## src/rtl/fetch_pkg.sv

```systemverilog
// fetch_pkg
// Shared types and constants for the instruction-fetch slice.
// Provides the controller state enum, the FIFO entry struct, the
// machine word width, the canonical NOP encoding, and the PC legality
// helper used by both the sequencer and its redirect handling.
package fetch_pkg;

  localparam int XLEN = 32;
  localparam logic [XLEN-1:0] NOP_INSTR = 32'h0000_0013;

  typedef enum logic [1:0] {
    IDLE  = 2'd0,
    RUN   = 2'd1,
    FAULT = 2'd2
  } fetch_state_t;

  typedef struct packed {
    logic [XLEN-1:0] pc;
    logic [XLEN-1:0] instr;
  } fetch_entry_t;

  // A fetch address is usable only if it is word aligned and lies inside
  // the instruction memory. The limit is the first byte past the memory.
  function automatic logic pc_legal(input logic [XLEN-1:0] pc,
                                    input logic [XLEN-1:0] limit);
    return (pc[1:0] == 2'b00) && (pc < limit);
  endfunction

endpackage

```

## src/rtl/fetch_controller_if.sv

```systemverilog
// fetch_controller_if
// Bundles the fetch unit's bus-side signals.
//   imem_addr / imem_rdata      : asynchronous-read instruction memory port
//   redirect_valid / redirect_pc: control-flow redirect coming from EX
//   out_valid / out_ready       : handshake toward the IF/ID stage
//   out_pc / out_instr          : payload of the FIFO head entry
// The master modport is the fetch controller; slave is its environment.
interface fetch_controller_if;
  import fetch_pkg::*;

  logic [XLEN-1:0] imem_addr;
  logic [XLEN-1:0] imem_rdata;
  logic            redirect_valid;
  logic [XLEN-1:0] redirect_pc;
  logic            out_valid;
  logic            out_ready;
  logic [XLEN-1:0] out_pc;
  logic [XLEN-1:0] out_instr;

  modport master (
    output imem_addr, out_valid, out_pc, out_instr,
    input  imem_rdata, redirect_valid, redirect_pc, out_ready
  );

  modport slave (
    input  imem_addr, out_valid, out_pc, out_instr,
    output imem_rdata, redirect_valid, redirect_pc, out_ready
  );
endinterface

```

## src/rtl/fetch_fifo.sv

```systemverilog
// fetch_fifo
// Small circular buffer of fetched {pc, instr} entries.
//   clk, rst : clock and asynchronous active-high reset
//   clear    : synchronous flush, wins over push/pop
//   push     : write wdata at the tail (caller guarantees room)
//   pop      : retire the head entry (caller guarantees non-empty)
//   head     : current head entry, read straight from storage registers
//   empty    : no entries held
//   full     : DEPTH entries held
module fetch_fifo
  import fetch_pkg::*;
#(
  parameter int DEPTH = 2
) (
  input  logic         clk,
  input  logic         rst,
  input  logic         clear,
  input  logic         push,
  input  logic         pop,
  input  fetch_entry_t wdata,
  output fetch_entry_t head,
  output logic         empty,
  output logic         full
);

  localparam int AW = $clog2(DEPTH);

  fetch_entry_t   mem [DEPTH];
  logic [AW-1:0]  wptr;
  logic [AW-1:0]  rptr;
  logic [AW:0]    count;

  // Storage, pointers and occupancy. Reset zeroes the storage so the head
  // outputs read as zero until the first push. A clear only rewinds the
  // pointers; stale storage is never visible because empty gates validity.
  // Push and pop in the same cycle leave the occupancy unchanged.
  always_ff @(posedge clk or posedge rst) begin
    if (rst) begin
      wptr  <= '0;
      rptr  <= '0;
      count <= '0;
      for (int i = 0; i < DEPTH; i++) begin
        mem[i] <= '0;
      end
    end else if (clear) begin
      wptr  <= '0;
      rptr  <= '0;
      count <= '0;
    end else begin
      if (push) begin
        mem[wptr] <= wdata;
        wptr      <= wptr + AW'(1);
      end
      if (pop) begin
        rptr <= rptr + AW'(1);
      end
      if (push && !pop) begin
        count <= count + (AW+1)'(1);
      end else if (pop && !push) begin
        count <= count - (AW+1)'(1);
      end
    end
  end

  assign head  = mem[rptr];
  assign empty = (count == '0);
  assign full  = (count == (AW+1)'(DEPTH));

endmodule

```

## src/rtl/fetch_controller.sv

```systemverilog
// fetch_controller
// Instruction-fetch sequencer: owns the PC, drives the instruction memory
// address, buffers fetched words toward IF/ID, applies redirects from EX
// and traps misaligned or out-of-range fetch addresses.
//   clk, rst : clock and asynchronous active-high reset
//   start    : leave IDLE and begin fetching
//   bus      : memory port, redirect input and IF/ID handshake (master side)
//   fault    : fetch fault state active
//   fault_pc : offending PC captured when the fault was raised or updated
module fetch_controller
  import fetch_pkg::*;
#(
  parameter logic [XLEN-1:0] RESET_PC   = 32'h0000_0000,
  parameter int              MEM_WORDS  = 256,
  parameter int              FIFO_DEPTH = 2
) (
  input  logic                clk,
  input  logic                rst,
  input  logic                start,
  fetch_controller_if.master  bus,
  output logic                fault,
  output logic [XLEN-1:0]     fault_pc
);

  localparam logic [XLEN-1:0] PC_LIMIT = XLEN'(4 * MEM_WORDS);

  fetch_state_t    state, state_next;
  logic [XLEN-1:0] pc, pc_next;
  logic [XLEN-1:0] fault_pc_next;
  logic            push, pop, clear;
  logic            fifo_empty, fifo_full;
  fetch_entry_t    push_entry, head;

  assign pop        = !fifo_empty && bus.out_ready;
  assign push_entry = '{pc: pc, instr: bus.imem_rdata};

  // State, PC and fault address registers.
  always_ff @(posedge clk or posedge rst) begin
    if (rst) begin
      state    <= IDLE;
      pc       <= RESET_PC;
      fault_pc <= '0;
    end else begin
      state    <= state_next;
      pc       <= pc_next;
      fault_pc <= fault_pc_next;
    end
  end

  // Next-state and fetch decisions. A redirect outranks everything else:
  // it flushes the buffer and throws away whatever word was read this
  // cycle. A redirect to a bad target while running is not trapped here;
  // the next cycle sees the illegal PC and raises the fault then, so
  // fault_pc still reports the redirect target. Fetch may fill the last
  // free slot or reuse the slot freed by a same-cycle pop.
  always_comb begin
    state_next    = state;
    pc_next       = pc;
    fault_pc_next = fault_pc;
    push          = 1'b0;
    clear         = 1'b0;
    case (state)
      IDLE: begin
        if (start) begin
          state_next = RUN;
        end
      end
      RUN: begin
        if (bus.redirect_valid) begin
          clear   = 1'b1;
          pc_next = bus.redirect_pc;
        end else if (!pc_legal(pc, PC_LIMIT)) begin
          state_next    = FAULT;
          fault_pc_next = pc;
        end else if (!fifo_full || pop) begin
          push    = 1'b1;
          pc_next = pc + 32'd4;
        end
      end
      FAULT: begin
        if (bus.redirect_valid) begin
          clear   = 1'b1;
          pc_next = bus.redirect_pc;
          if (pc_legal(bus.redirect_pc, PC_LIMIT)) begin
            state_next = RUN;
          end else begin
            fault_pc_next = bus.redirect_pc;
          end
        end
      end
      default: begin
        state_next = IDLE;
      end
    endcase
  end

  fetch_fifo #(
    .DEPTH(FIFO_DEPTH)
  ) u_fifo (
    .clk   (clk),
    .rst   (rst),
    .clear (clear),
    .push  (push),
    .pop   (pop),
    .wdata (push_entry),
    .head  (head),
    .empty (fifo_empty),
    .full  (fifo_full)
  );

  assign bus.imem_addr = pc;
  assign bus.out_valid = !fifo_empty;
  assign bus.out_pc    = head.pc;
  assign bus.out_instr = head.instr;
  assign fault         = (state == FAULT);

endmodule

```

## src/flat_wrapper.sv

```systemverilog
// flat-port wrapper written by rule: the top's interface ports become plain ports
module fetch_controller_flat import fetch_pkg::*;
#(
  parameter logic [XLEN-1:0] RESET_PC   = 32'h0000_0000,
  parameter int              MEM_WORDS  = 256,
  parameter int              FIFO_DEPTH = 2
)
  (clk, rst, start, fault, fault_pc, bus_imem_addr, bus_out_valid, bus_out_pc, bus_out_instr, bus_imem_rdata, bus_redirect_valid, bus_redirect_pc, bus_out_ready);
  fetch_controller_if bus_i ();
  input  logic clk;
  input  logic rst;
  input  logic start;
  output logic fault;
  output logic [XLEN-1:0] fault_pc;
  output wire logic [$bits(bus_i.imem_addr)-1:0] bus_imem_addr;
  output wire logic [$bits(bus_i.out_valid)-1:0] bus_out_valid;
  output wire logic [$bits(bus_i.out_pc)-1:0] bus_out_pc;
  output wire logic [$bits(bus_i.out_instr)-1:0] bus_out_instr;
  input wire logic [$bits(bus_i.imem_rdata)-1:0] bus_imem_rdata;
  input wire logic [$bits(bus_i.redirect_valid)-1:0] bus_redirect_valid;
  input wire logic [$bits(bus_i.redirect_pc)-1:0] bus_redirect_pc;
  input wire logic [$bits(bus_i.out_ready)-1:0] bus_out_ready;
  assign bus_imem_addr = bus_i.imem_addr;
  assign bus_out_valid = bus_i.out_valid;
  assign bus_out_pc = bus_i.out_pc;
  assign bus_out_instr = bus_i.out_instr;
  assign bus_i.imem_rdata = bus_imem_rdata;
  assign bus_i.redirect_valid = bus_redirect_valid;
  assign bus_i.redirect_pc = bus_redirect_pc;
  assign bus_i.out_ready = bus_out_ready;
  fetch_controller #(.RESET_PC(RESET_PC), .MEM_WORDS(MEM_WORDS), .FIFO_DEPTH(FIFO_DEPTH)) u_core (.clk(clk), .rst(rst), .start(start), .bus(bus_i), .fault(fault), .fault_pc(fault_pc));
endmodule
```

## config.mk

```make
export PLATFORM = sky130hd
export DESIGN_NAME = fetch_controller_flat
export DESIGN_NICKNAME = d
export VERILOG_FILES = /design/src/rtl/fetch_pkg.sv /design/src/rtl/fetch_controller_if.sv /design/src/rtl/fetch_fifo.sv /design/src/rtl/fetch_controller.sv /design/src/flat_wrapper.sv
export SDC_FILE = /design/constraint.sdc
export NUM_CORES = 1
export LEC_CHECK = 0
export CORE_ASPECT_RATIO = 0.7
export CORE_MARGIN = 2
export CORE_UTILIZATION = 47
export DETAILED_ROUTE_END_ITERATION = 6
export PLACE_DENSITY = 0.81
export SLEW_MARGIN = 20
export SYNTH_ARGS = -nofsm -noshare
export SYNTH_HDL_FRONTEND = slang
export SYNTH_SLANG_ARGS = --single-unit
export TNS_END_PERCENT = 50
```

## constraint.sdc

```tcl
create_clock -name clk -period 6.25 [get_ports clk]
set_input_delay 0.9375 -clock clk [delete_from_list [all_inputs] [get_ports clk]]
set_output_delay 0.9375 -clock clk [all_outputs]
set_load 0.01 [all_outputs]
```

## Word level (Yosys, flattened, before mapping)

Index checks and enable logic that the tools add are counted.

| word-level totals | value |
|---|---|
| output and inout bits | 130 |
| word-level logic and storage cells | 93 |
| bits in registers | 198 |
| bits of input ports | 69 |

| cells by class | value |
|---|---|
| magnitude comparators | 5 |
| equal/unequal tests | 11 |
| bitwise gates (word level) | 3 |
| add/sub/neg operators | 5 |
| reductions and logical operators | 24 |
| multiplexer cells | 35 |

Operator list:

| cell | count |
|---|---|
| two-way mux 32 bit | 8 |
| two-way mux 64 bit | 4 |
| bitwise mux 128 bit | 1 |
| one-hot mux 32 bit (2 select lines) | 2 |
| demux 64 bit (select 1 bit) | 1 |
| < comparator 32 x 11 -> 1 bit, second input constant | 2 |
| adder 32 x 3 -> 32 bit, second input constant | 1 |
| two-way mux 2 bit | 8 |
| two-way mux 1 bit | 10 |
| AND reduction 5 bit | 2 |
| logical NOT 2 bit | 4 |
| inequality test 2 bit, second input constant | 4 |
| logical AND 1 bit | 6 |
| inequality test 3 x 2 -> 1 bit, second input constant | 2 |
| one-hot mux 2 bit (3 select lines) | 1 |
| nonzero test 2 bit | 3 |
| equality test 2 bit, second input constant | 2 |
| >= comparator 2 bit, second input constant | 2 |
| logical NOT 1 bit | 4 |
| inequality test 2 x 1 -> 1 bit, second input constant | 2 |
| NOT 1 -> 2 bit | 2 |
| AND reduction 4 bit | 1 |
| nonzero test 3 bit | 1 |
| adder 1 bit, second input constant | 2 |
| 8 further kinds | 8 |

## Depth between registers and ports, before layout

| logic depth | value |
|---|---|
| depth after elaboration | 13 |
| mapped depth | 9 |
| depth with buffers taken out | 8 |

## By module

A second synthesis with hierarchy kept.

| unflattened totals | value |
|---|---|
| cells, all modules | 753 |
| area total of the unflattened synthesis | 9992.1 um2 |

By module, submodules not included:

| module | area each (um2) | times used | cells each | sequential area each (um2) |
|---|---|---|---|---|
| fetch_fifo | 6047.0 | 1 | 362 | 3303.2 |
| fetch_controller | 3945.0 | 1 | 391 | 1651.6 |

## Worst setup path before layout

OpenSTA, ideal clock, no wires.

| timing | value |
|---|---|
| kind | input -> register |
| start | in bus_redirect_pc[0] |
| end | reg u_core.fault_pc[0] |
| cell stages on the path | 6 |
| setup time | 125 ps |
| arrival | 2288 ps |
| path slack | 3837 ps |
| data required time | 6125 ps |
| path buffers | 1 |
| cell sequence | nor4_1 and4_1 a311o_1 a21oi_1 buf_2 mux2_2 |

| between the ends | value |
|---|---|
| longest elaborated chain between the ends | 4 |
| elaborated cells on any way between the ends | 8 |
| those cells by class | order compare (1); eq/ne (1); mux (3); reduce/logical (3) |

RTL lines:

| element | RTL line | RTL |
|---|---|---|
| start: declaration | flat_wrapper.sv:21 | `input wire logic [$bits(bus_i.redirect_pc)-1:0] bus_redirect_pc;` |
| < comparator 32 x 11 -> 1 bit or logical NOT 2 bit (tied branches) | fetch_pkg.sv:26 | `return (pc[1:0] == 2'b00) && (pc < limit);` |
| logical AND 1 bit | fetch_pkg.sv:26 |  |
| inequality test 2 bit (no line) | -- |  |
| AND reduction 5 bit (no line) | -- |  |
| end signal: assignment | fetch_controller.sv:46 | `fault_pc <= fault_pc_next;` |
| end: declaration | fetch_controller.sv:22 | `output logic [XLEN-1:0] fault_pc` |

Several ways; a longest one is shown, not always the timed one. The select of a mux whose other input is x is not followed.
A chain may end at the register's enable or synchronous reset.

## Final worst setup path

| timing | value |
|---|---|
| start | reg u_core.u_fifo.rptr |
| end | out bus_out_instr[16] |

| between the ends | value |
|---|---|
| longest elaborated chain between the ends | 4 |

RTL lines:

| element | RTL line | RTL |
|---|---|---|
| start: declaration | fetch_fifo.sv:30 | `logic [AW-1:0] rptr;` |
| start signal: assignment | fetch_fifo.sv:55 | `rptr <= rptr + AW'(1);` |
| NOT 1 -> 2 bit (implied by the code) | fetch_fifo.sv:65 | `assign head = mem[rptr];` |
| two-way mux 64 bit (implied by the code) (3 in a row) | fetch_fifo.sv:65 |  |
| end: declaration | flat_wrapper.sv:18 | `output wire logic [$bits(bus_i.out_instr)-1:0] bus_out_instr;` |

No other way between the ends. The select of a mux whose other input is x is not followed.

==> qor_table.md <==
| Group | Parameter | This run |
|:---|:---|:---|
| routing | Via/cell ratio | 5.65 |
| routing | Number of vias after detailed routing | 6895 |
| run status | Status | finished, final reports clean |
| power and ir drop | Peak supply drop | 0.260 mV |
| place | DP Worst Slack | 2.54 ns |
| grt | Global route total overflow | 0 |
| clock tree | Clock sink count | 198 |
| place | Gp weighted congestion | 0.882 |
| final layout | Final cell count without fillers | 1221 |
| timing | Worst slew pin tran | 0.977 ns |
| synth | Synth top cells by count | sky130_fd_sc_hd__mux2_2, sky130_fd_sc_hd__dfrtp_1, sky130_fd_sc_hd__nand2_1 |
| hold path | Class of the worst hold path | flip-flop to flip-flop |
| worst setup path | Arr. time, crit path | 2.71 ns |
| die | Full die area | 0.0214 mm^2 |
| synth | Cell taking the most area after synthesis | sky130_fd_sc_hd__dfrtp_1 |
| clock tree | Clock Tree Root | sky130_fd_sc_hd__clkbuf_16 |
| die | Die outline width | 174 um |
| routing | Antenna violation net count after detailed routing | 0 |
| timing | Time the final worst path needs with I/O delays and setup | 3.65 ns |
| synth | Syn Inst Count | 766 |
| worst setup path | Crit path required time | 5.31 ns |
| timing | Max Clock Freq | 274 MHz |
| synth | Top-area cell type share of the netlist area | 0.522 |
| timing | Post-route fraction of the period consumed by the critical path | 0.584 |
| place | Total cell area at the placement stage | 0.0116 mm^2 |
| synth | Sequential-to-total area share from yosys stat | 0.522 |
| clock tree | Clock latency of the later-clocked register in the worst-skew pair | 0.44 ns |
| clock tree | CTS tree | built |
| routing | First-pass iteration count of the detailed router | 5 |
| grt | Initial antenna violation count | 0 |
| clock tree | H-Tree Level Count | 4 |
| die | Area of the core region | 0.0198 mm^2 |
| routing | Initial detailed-routing violation count | 668 |
| routing | Residual DRC | 0 |
| clock tree | Bufs on Longest Clock Path | 2 |
| synth | Most repeated cell in the gate-level netlist after synthesis | sky130_fd_sc_hd__mux2_2 |
| grt | Maximum number of pins on one net before global-route repair | 199 |
| synth | Total of warnings raised by yosys | 0 |
| synth | #FFs+latches synth | 198 |
| die | Initial cell density of the core | 0.480 |
| final layout | Final core occ | 0.618 |
| power and ir drop | Sum of internal, switching and leakage power | 4.82 mW |
| die | Top Ports | 199 |
| timing | Worst clock skew | 0.0128 ns |
| routing | Detailed-route wire length per cell | 19.5 um |
| clock tree | CTS Hold Bufs | 0 |
| worst setup path | Type of origin of the critical path | flip-flop |
| place | Port bufs | 198 |
| final layout | Fraction of layout instances using a drive strength above 1 | 0.279 |
| timing | Final-layout setup total negative slack | 0 ns |
| clock tree | Post-CTS setup repair buffer count | 0 |
| synth | Most area-consuming cells after synthesis | sky130_fd_sc_hd__dfrtp_1, sky130_fd_sc_hd__mux2_2, sky130_fd_sc_hd__nand2_1 |
| worst setup path | Maximum fanout along the worst path | 37 |
| grt | Via count of the first global-routing pass | 6892 |
| synth | Mean cell area of the mapped netlist | 12.4 um^2 |
| die | DIE HEIGHT | 123 um |
| final layout | Growth of design area from synthesis to finish | 28.9% |
| place | HPWL after detailed placement | 15300 um |
| final layout | Final-stage net count | 1012 |
| synth | Proportion of register bits with asynchronous set or reset after synthesis | 1.00 |
| synth | Number of different library cells in the post-synthesis netlist | 59 |
| timing | Rel. slew slack | 0.347 |
| timing | Final Worst Setup Slack | 2.60 ns |
| synth | Most frequently used flop master after synthesis | sky130_fd_sc_hd__dfrtp_1 |
| power and ir drop | Total power per unit cell area | 394 mW/mm^2 |
| timing | Hold_ws | 0.486 ns |
| timing | Setup repair after global routing missed its margin | false |
| grt | Total Routing Usage GR | 0.226 |
| final layout | Design Area, Final | 0.0122 mm^2 |
| synth | Post-synthesis cell area | 0.00950 mm^2 |
| synth | Number of enable flip-flop cells after synthesis | 0 |
| die | Number of rows created at floorplan | 43 |
| synth | Mapped Nets | 840 |
| clock tree | CTS Buf Count | 17 |
| worst setup path | Crit Path Class | flip-flop to output pin |
| clock tree | Quantity of gates resized following cts | 0 |
| worst setup path | Element type at the critical path end | output pin |
| clock tree | Clk pin slew, worst setup/hold paths | 0.07 ns |
| flow run | Maximum capacitance violations | 0 |
| place | Number of cells in the design after placement | 1187 |
| timing | Final-report hold violation count | 0 |
| timing | Number of setup violations in the final report | 0 |
| routing | DRT Wirelength | 23800 um |
| final layout | Number of diodes added for antenna fixing | 0 |
| power and ir drop | Leakage power total | 5.39 nW |
| grt | Global-route wire length before repair | 38200 um |
| timing | Final max-slew violation count | 0 |
cell usage in the layout (no fill, tap or decap), types with 5 or more instances in the layout:
cell type and instances:
sky130_fd_sc_hd__o31ai_1 8, sky130_fd_sc_hd__nand3_1 14, sky130_fd_sc_hd__nand2_1 46, sky130_fd_sc_hd__inv_6 5, sky130_fd_sc_hd__nor2_1 17, sky130_fd_sc_hd__o21ai_1 5
sky130_fd_sc_hd__ha_1 5, sky130_fd_sc_hd__o311ai_0 6, sky130_fd_sc_hd__nand4_1 15, sky130_fd_sc_hd__nor2b_1 24, sky130_fd_sc_hd__mux2_2 206, sky130_fd_sc_hd__dfrtp_1 197
sky130_fd_sc_hd__a21oi_1 11, sky130_fd_sc_hd__nor3_1 14, sky130_fd_sc_hd__a32o_1 10, sky130_fd_sc_hd__clkbuf_16 17, sky130_fd_sc_hd__o21ai_0 17, sky130_fd_sc_hd__o22ai_1 5
sky130_fd_sc_hd__or3_1 5, sky130_fd_sc_hd__inv_1 8, sky130_fd_sc_hd__clkdlybuf4s50_1 198, sky130_fd_sc_hd__clkinv_8 6, sky130_fd_sc_hd__and2_1 25, sky130_fd_sc_hd__nor4_1 17
cell families (layout without fill, tap and decap cells):
kind of cell / count (synthesis) / in the layout / synth area share
AND/OR/NAND/NOR: 204 / 204 / 0.120
AO/OA/AOI/OAI: 88 / 88 / 0.0659
XOR/XNOR: 3 / 3 / 0.00277
adder cells (fa/ha/maj): 5 / 5 / 0.00659
multiplexers: 207 / 207 / 0.245
buffers and inverters: 61 / 246 / 0.0379
flip-flops: 198 / 198 / 0.522
report_power, final:
part           switching, mW  total (mW)  internal (mW)
Sequential             0.342        1.84           1.50
Combinational          0.900        1.85          0.952
Clock                  0.571        1.12          0.551
critical path, cell delays in order (launching register included):
cell                              delay [ns]
sky130_fd_sc_hd__dfrtp_2                0.79
sky130_fd_sc_hd__buf_4                  0.57
sky130_fd_sc_hd__mux2_2                 0.40
sky130_fd_sc_hd__clkdlybuf4s50_1        0.50
state kept, by name (all words and copies together), names as in the netlist:
name                  count
u_core.u_fifo.mem       128
u_core.fault_pc          32
u_core.state              2
u_core.u_fifo.rptr        1
u_core.u_fifo.count       2
u_core.u_fifo.wptr        1
u_core.bus.imem_addr     32
final timing paths:
path                                               start  depth (start not counted)               endpoint  slack, ns
min in group asynchronous                            rst                          3    u_core.fault_pc[30]       0.97
worst max-delay path                  u_core.u_fifo.rptr                          3      bus_out_instr[16]       2.60
worst min-delay path               u_core.u_fifo.mem[52]                          1  u_core.u_fifo.mem[52]       0.49
max in group asynchronous                            rst                          4  u_core.u_fifo.mem[89]       4.42
worst max register to register  u_core.bus.imem_addr[25]                          6   u_core.u_fifo.mem[3]       3.12
worst min register to register     u_core.u_fifo.mem[52]                          1  u_core.u_fifo.mem[52]       0.49
final cells by class:
| type | count | area [um^2] |
|---|---|---|
| clock buffers | 17 | 425 |
| clock inverters | 15 | 191 |
| fillers | 1603 | 7560 |
| inverters | 9 | 37.5 |
| multi-input cells | 507 | 4210 |
| flip-flops and latches | 198 | 4960 |
| well taps | 270 | 338 |
| repair buffers | 205 | 2090 |
per-layer routing:
metal | GRT usage | vias up | wire length, um
li1 | - | 3139 | -
met2 | 0.334 | 292 | 10500
met5 | 0 | - | 0
met1 | 0.331 | 3439 | 11100
met3 | 0.0637 | 25 | 2000
met4 | 0.0557 | 0 | 263
No activity file was read; power rests on OpenSTA's default activity.
==> variant: new RTL, same flow settings <==
Re-encode `fetch_state_t` (3 states) as one-hot, 3 bits wide.
--- a/src/rtl/fetch_pkg.sv
+++ b/src/rtl/fetch_pkg.sv
@@ -9,8 +9,8 @@
   localparam logic [XLEN-1:0] NOP_INSTR = 32'h0000_0013;
 
-  typedef enum logic [1:0] {
-    IDLE  = 2'd0,
-    RUN   = 2'd1,
-    FAULT = 2'd2
+  typedef enum logic [2:0] {
+    IDLE  = 3'b001,
+    RUN   = 3'b010,
+    FAULT = 3'b100
   } fetch_state_t;
 
Check against the original RTL: same outputs for any inputs over 4 cycles, from zero or initial values and one cycle with rst high; so few cycles prove little.
==> variant against the unedited design <==
Setup slack worse by 0.034 ns. Sequential cell count is 1 higher. Combinational power shrank 31%. Clock skew is 0.0012 ns higher. Non-clock buffer count is 5 higher. Routed wire length down 8.1%. Synthesized area fell by 4.3%. Power down 13%. Design area down 2.6%. Largest power group is now sequential cells.
==> variant: results (changes against the unedited design) <==
routed wire length 21.9 mm (-8.1%); met2 routed WL 9.42 mm (-10%); WHS Endpoint u_core.u_fifo.mem[54]; CP Max Fanout 38 (+2.7%); share of layout cells above drive strength 1 30.0% (+2.1 points); routability cong. 0.880 (-0.20%); met3 usage 5.34% (-1.0 points); Buffers excl. clock 210 (+2.4%); outcome complete, no violations; syn nets 769 (-8.5%); Least-Margin Pin Slew 1.04 ns (+0.0654 ns); Critical R2R Launch u_core.bus.imem_addr[15]; grt met2 use 31.1% (-2.3 points); Filler cells 1479 (-7.7%); dpl ws 2.25 ns (-0.285 ns); first-pass GRT wire length 34.8 mm (-9.1%); Post-DP HPWL 14.4 mm (-6.1%); vias in the first global route 6362 (-7.7%); GRT Resource Usage Total 21.7% (-0.91 points); Leakage 5.37 nW (-0.45%); worst r2r path cells 5 (-1); pin count of the biggest net entering global routing 200 (+0.50%); Worst R2R End u_core.bus.imem_addr[1]; clock tree cell share of total cell area 4.90% (-0.14 points); Multi-Input Combinational 450 (-11%); internal reg-to-reg setup slack 2.60 ns (-0.52 ns); via-per-instance ratio 5.58 (-1.2%); grt met1 use 32.7% (-0.40 points); top post-synthesis cells by area dfrtp_1 54%, mux2_2 26%, and2_1 1.7%; top cells by count, synth 206 x mux2_2, 198 x dfrtp_1, 25 x and2_1, 25 x nand2_1, 24 x nor2b_1; antenna cells 1 (+1); post-synthesis xor/xnor area fraction 0.385% (+0.11 points); Peak VDD IR 0.256 mV (-1.6%); initial antenna violation count 1 (+1); register area 4980 um^2 (+0.53%); Iter 0 DRT Violations 412 (-38%); adder-cell area share of the yosys netlist 0.275% (-0.38 points); f_max 271 MHz (-0.93%); Seq/Total Area, Yosys 54.8% (+2.6 points); count of non-CTS inverters in the layout 7 (-2); # clock sinks 199 (+0.51%)
variant: changes by cell type in the layout (fill, tap and decap cells not counted), moves of 6 or more:
cell and delta:
a31oi_1 +9, nand2_1 -21, nand4_1 -7, o311ai_0 -6
a32o_1 -7, nor3_1 -8, o31ai_1 -7
variant: per-stage QoR:
step / power, W / cells / hold WS [ns]
4_1_cts: 0.00422 / 1138 / 0.486
5_1_grt: 0.00440 / 1140 / 0.500
6_report: 0.00419 / 1141 / 0.485
3_3_place_gp: 0.00309 / 1106 / 0.463
3_5_place_dp: 0.00311 / 1106 / 0.466
2_1_floorplan: 0.00243 / 698 / 0.447
variant: critical path: stages (launching register included):
cell and delay [ns]:
dfrtp_2 0.79, buf_4 0.59, mux2_2 0.39, clkdlybuf4s50_1 0.51
variant: power by group:
part	total, W	internal [W]	switching, W
Sequential	0.00183	0.00150	0.000323
Combinational	0.00127	0.000751	0.000523
Clock	0.00109	0.000566	0.000523
